--- src/rtl/alarm_pkg.sv ---
// Shared types and 7-segment constants for the door alarm sequencer.
package alarm_pkg;

  typedef enum logic [2:0] {
    S_DISARMED = 3'd0,
    S_EXIT     = 3'd1,
    S_ARMED    = 3'd2,
    S_ENTRY    = 3'd3,
    S_ALARM    = 3'd4
  } state_t;

  localparam logic [7:0] SEG_BLANK = 8'h00;
  localparam logic [7:0] SEG_A     = 8'h77;

  // Active-high {dp,g,f,e,d,c,b,a}; values outside 1..9 are blanked.
  function automatic logic [7:0] seg_digit(input logic [3:0] value);
    logic [7:0] pattern;
    pattern = SEG_BLANK;
    case (value)
      4'd1:    pattern = 8'h06;
      4'd2:    pattern = 8'h5B;
      4'd3:    pattern = 8'h4F;
      4'd4:    pattern = 8'h66;
      4'd5:    pattern = 8'h6D;
      4'd6:    pattern = 8'h7D;
      4'd7:    pattern = 8'h07;
      4'd8:    pattern = 8'h7F;
      4'd9:    pattern = 8'h6F;
      default: pattern = SEG_BLANK;
    endcase
    return pattern;
  endfunction

  function automatic int max_int(input int a, input int b);
    return (a > b) ? a : b;
  endfunction

endpackage

--- src/rtl/seg7_digit.sv ---
// Combinational single-digit 7-segment encoder for the countdown display.
module seg7_digit
  import alarm_pkg::*;
(
  input  logic [3:0] value_i,
  output logic [7:0] seg_o
);

  assign seg_o = seg_digit(value_i);

endmodule

--- src/rtl/alarm_sequencer.sv ---
// Door alarm back end: exit delay, entry delay and a latched blinking siren,
// with Moore-decoded LEDs, 7-seg countdown and a debug state code.
module alarm_sequencer
  import alarm_pkg::*;
#(
  parameter int EXIT_TICKS  = 5,
  parameter int ENTRY_TICKS = 3
) (
  input  logic       clk_2,
  input  logic       reset_n,
  input  logic       arm,
  input  logic       door,
  input  logic       clear,
  output logic       led_armed,
  output logic       led_siren,
  output logic [7:0] seg,
  output logic [2:0] state_o
);

  localparam int CNT_W = $clog2(max_int(EXIT_TICKS, ENTRY_TICKS) + 1);
  localparam logic [CNT_W-1:0] EXIT_LOAD  = CNT_W'(EXIT_TICKS - 1);
  localparam logic [CNT_W-1:0] ENTRY_LOAD = CNT_W'(ENTRY_TICKS - 1);
  localparam logic [CNT_W-1:0] CNT_ONE    = CNT_W'(1);

  state_t           state_q, state_d;
  logic [CNT_W-1:0] cnt_q,   cnt_d;
  logic             siren_q, siren_d;
  logic [3:0]       digit_val;
  logic [7:0]       digit_seg;

  // NOTE: sequential state uses non-blocking assignments so every flop samples
  // pre-edge values; blocking here would create order-dependent races.
  always_ff @(posedge clk_2 or negedge reset_n) begin
    if (!reset_n) begin
      state_q <= S_DISARMED;
      cnt_q   <= '0;
      siren_q <= 1'b0;
    end else begin
      state_q <= state_d;
      cnt_q   <= cnt_d;
      siren_q <= siren_d;
    end
  end

  // NOTE: every combinational output gets a default first, so no path leaves
  // a signal unassigned and no latch is inferred.
  always_comb begin
    state_d = state_q;
    cnt_d   = cnt_q;
    siren_d = siren_q;
    if (clear) begin
      state_d = S_DISARMED;
      cnt_d   = '0;
      siren_d = 1'b0;
    end else begin
      case (state_q)
        S_DISARMED: begin
          if (arm) begin
            state_d = S_EXIT;
            cnt_d   = EXIT_LOAD;
          end
        end
        S_EXIT: begin
          if (!arm)              state_d = S_DISARMED;
          else if (cnt_q == '0)  state_d = S_ARMED;
          else                   cnt_d   = cnt_q - CNT_ONE;
        end
        S_ARMED: begin
          if (!arm) begin
            state_d = S_DISARMED;
          end else if (door) begin
            state_d = S_ENTRY;
            cnt_d   = ENTRY_LOAD;
          end
        end
        S_ENTRY: begin
          if (!arm) begin
            state_d = S_DISARMED;
          end else if (cnt_q == '0) begin
            state_d = S_ALARM;
            siren_d = 1'b1;
          end else begin
            cnt_d = cnt_q - CNT_ONE;
          end
        end
        // Latched: only clear (handled above) leaves ALARM.
        S_ALARM: siren_d = ~siren_q;
        default: begin
          state_d = S_DISARMED;
          cnt_d   = '0;
          siren_d = 1'b0;
        end
      endcase
    end
  end

  // The display shows cycles remaining, i.e. one more than the down-counter.
  assign digit_val = 4'(cnt_q) + 4'd1;

  seg7_digit u_digit (
    .value_i (digit_val),
    .seg_o   (digit_seg)
  );

  always_comb begin
    led_armed = 1'b0;
    led_siren = 1'b0;
    seg       = SEG_BLANK;
    state_o   = state_q;
    case (state_q)
      S_EXIT:  seg = digit_seg;
      S_ARMED: led_armed = 1'b1;
      S_ENTRY: begin
        led_armed = 1'b1;
        seg       = digit_seg;
      end
      S_ALARM: begin
        led_armed = 1'b1;
        led_siren = siren_q;
        seg       = SEG_A;
      end
      default: begin
        led_armed = 1'b0;
        seg       = SEG_BLANK;
      end
    endcase
  end

endmodule

--- config.mk ---
export PLATFORM = sky130hd
export DESIGN_NAME = alarm_sequencer
export DESIGN_NICKNAME = d
export VERILOG_FILES = /design/src/rtl/alarm_pkg.sv /design/src/rtl/seg7_digit.sv /design/src/rtl/alarm_sequencer.sv
export SDC_FILE = /design/constraint.sdc
export NUM_CORES = 1
export LEC_CHECK = 0
export CORE_ASPECT_RATIO = 1.5
export CORE_MARGIN = 3
export CORE_UTILIZATION = 32
export DETAILED_ROUTE_END_ITERATION = 16
export PLACE_DENSITY = 0.59
export RECOVER_POWER = 50
export SYNTH_ARGS = -nofsm -noshare
export SYNTH_HDL_FRONTEND = slang
export SYNTH_SLANG_ARGS = --single-unit
--- constraint.sdc ---
create_clock -name clk_2 -period 1.9 [get_ports clk_2]
set_input_delay 0.285 -clock clk_2 [delete_from_list [all_inputs] [get_ports clk_2]]
set_output_delay 0.285 -clock clk_2 [all_outputs]
set_load 0.1 [all_outputs]
==> reports/qor.csv <==
metric;value;unit
final_cell_count_no_fill;152;
yosys_warnings;0;
h-tree-depth;1;
drive_above_1_share;54.26;%
antenna_cells;0;
syn_area;778.2;um2
antenna_found_initial;0;
p_leak;0.5573;nW
syn_area_per_cell;7.630;um2
io_buffers;16;
tightest_slew;0.5389;ns
clockRootBuffer;clkbuf_4;
setup_tns;-0.7957;ns
grt_max_degree;12;
netlist_instances;102;
setup_violations;6;
ios;18;
min-delay-path-class;primary input to async pin;
start_kind;flip-flop;
endpoint_kind;output pin;
layout_commonest_cell;buf_4;
seq_area;183.9;um2
synth-edff-count;0;
grt_pass1_wl;3663;um
status;finished, violations left;
grt_use_total;16.02;%
hold_violations;0;
clk_pin_slew_worst_paths;0.05;ns
drv_slew;0;
ctsHoldBuffers;0;
die_x;46.27;um
synth_seq_cells;7;
async_reset_ff_share;100.0;%
overflow;0;
fill_cells;188;
first_pass_iters;4;
setup_ws;-0.1887;ns
clk_latency;0.26;ns
synthFlopType;dfrtp_1;
drc;0;
layout.nets;141;
vias;848;
clock_sinks;7;
seq_area_frac_synth;22.51;%
drt_iter0_drc;22;
start_util;34.04;%
dieHeight;66.40;um
fin_crit_sh;109.9;%
crit_fanout;9;
ir_worst_vdd;0.4089;mV
coreArea;2286;um2
synth.distinct_cells;37;
routabilityCongestion;0.7688;
max_freq;0.4788;GHz
drv_cap;0;
wl_per_cell;14.07;um
area_growth;75.72;%
rsz0062_at_grt;true;
finalPower;0.0008380;W
hpwl;1682;um
min_period;2.089;ns
power_density;612.7;nW/um2
cts_tree;yes;
rows;21;
postRouteAntennaNets;0;
cts_buffer_depth;2;
clock_skew;0.003273;ns
dpl.cell_count;145;
maxSlewHeadroom;64.23;%
violations;negative setup slack;
synth_fp_nets;113;
wl;2138;um
die-area;3072;um2
crit_type;flip-flop to output pin;
multiInputGateArea;729.5;um2
cts_inserted_buffers;3;
grt_pass1_vias;817;
via_per_inst;5.579;
cp.required;1.62;ns
layout_common_cells;buf_4, buf_12, o21ai_4, a21oi_2, nand2_1;
critPathArrivalTime;1.80;ns
synthesized netlist by cell type, types with 2 or more instances:
library cell,count,area (um2)
o21ai_0,12,60.06
a21oi_2,2,17.52
ha_1,6,75.07
dfrtp_1,7,175.2
nand2b_1,7,43.79
a2111oi_0,2,17.52
xor2_1,2,17.52
buf_2,4,20.02
inv_1,5,18.77
a32o_1,2,20.02
nor2_1,7,26.28
nand3_1,4,20.02
nand2_1,9,33.78
clkbuf_1,2,7.510
a21oi_1,6,30.03
nor3_1,2,10.01
nor2b_1,3,18.77
critical path, cell delays in order, from the launching register on:
cell	delay, ns
dfrtp_2	0.42
inv_4	0.06
ha_4	0.31
nand2b_1	0.08
a21boi_2	0.16
a2bb2oi_2	0.18
o21ai_4	0.14
buf_12	0.19
flip-flops by register name, summed over array words and instances, names as in the netlist:
signal   cells
siren_q      1
cnt_q        3
state_o      3
what timing repair did:
item / CTS / global route
buffers inserted: 2 / 1
resized for setup: 13 / 4
setup endpoints to repair: 8 / 8
pin swaps: 2 / 1
final timing paths:
kind                                 startpoint                endpoint  slack [ns]  cells past startpoint
setup / recovery           cnt_q[0]$_DFFE_PN0P_                  seg[0]       -0.19                      7
hold / removal                          reset_n     siren_q$_DFFE_PN0P_        0.36                      1
setup reg to reg           cnt_q[0]$_DFFE_PN0P_    cnt_q[1]$_DFFE_PN0P_        0.23                      5
hold reg to reg             siren_q$_DFFE_PN0P_     siren_q$_DFFE_PN0P_        0.59                      2
max in group asynchronous               reset_n  state_o[0]$_DFFE_PN0P_        1.25                      1
min in group clk_2          siren_q$_DFFE_PN0P_     siren_q$_DFFE_PN0P_        0.59                      2
cell type report:
type,count,share of cell area (%)
multi-input cells,82,53.34
repair buffers,31,27.63
clock buffers,4,1.921
well taps,23,2.104
inverters,5,1.555
flip-flops and latches,7,13.45
kinds of logic after synthesis:
| group | share of synthesized area (%) |
|---|---|
| flip-flops | 22.51 |
| buffers and inverters | 8.361 |
| multiplexers | 2.733 |
| adder cells (fa/ha/maj) | 9.646 |
| AO/OA/AOI/OAI | 28.14 |
| XOR/XNOR | 3.377 |
| AND/OR/NAND/NOR | 24.76 |
| other | 0.4819 |
metal layers:
metal  routed length (um)  GRT usage [%]  vias to the layer above
met2                 1226          28.10                       16
met4                   53          8.185                        0
met5                    0              0                        -
met3                   73          1.090                        5
met1                  784          18.30                      411
li1                     -              -                      416
stage by stage:
step | setup slack, ns | cell area [um2] | util (%) | hold WS [ns]
after global placement | -0.01032 | 1256 | 54.95 | 0.5568
final | -0.1887 | 1368 | 59.82 | 0.3620
after floorplan | -0.3061 | 935.9 | - | -0.01059
after global routing | -0.2746 | 1368 | 59.82 | 0.3739
after CTS | -0.2026 | 1354 | 59.22 | 0.3009
after detailed placement | -0.04204 | 1256 | 54.95 | 0.5746
power by group:
part	total (W)	leakage, nW	internal (W)	switching, W
combinational	0.000518	0.456	0.000208	0.000310
clock	0.000138	0.0150	0.0000803	0.0000573
sequential	0.000182	0.0862	0.000162	0.0000201
total	0.000838	0.557	0.000450	0.000388
Note: power is estimated with default switching activity, not from simulation.
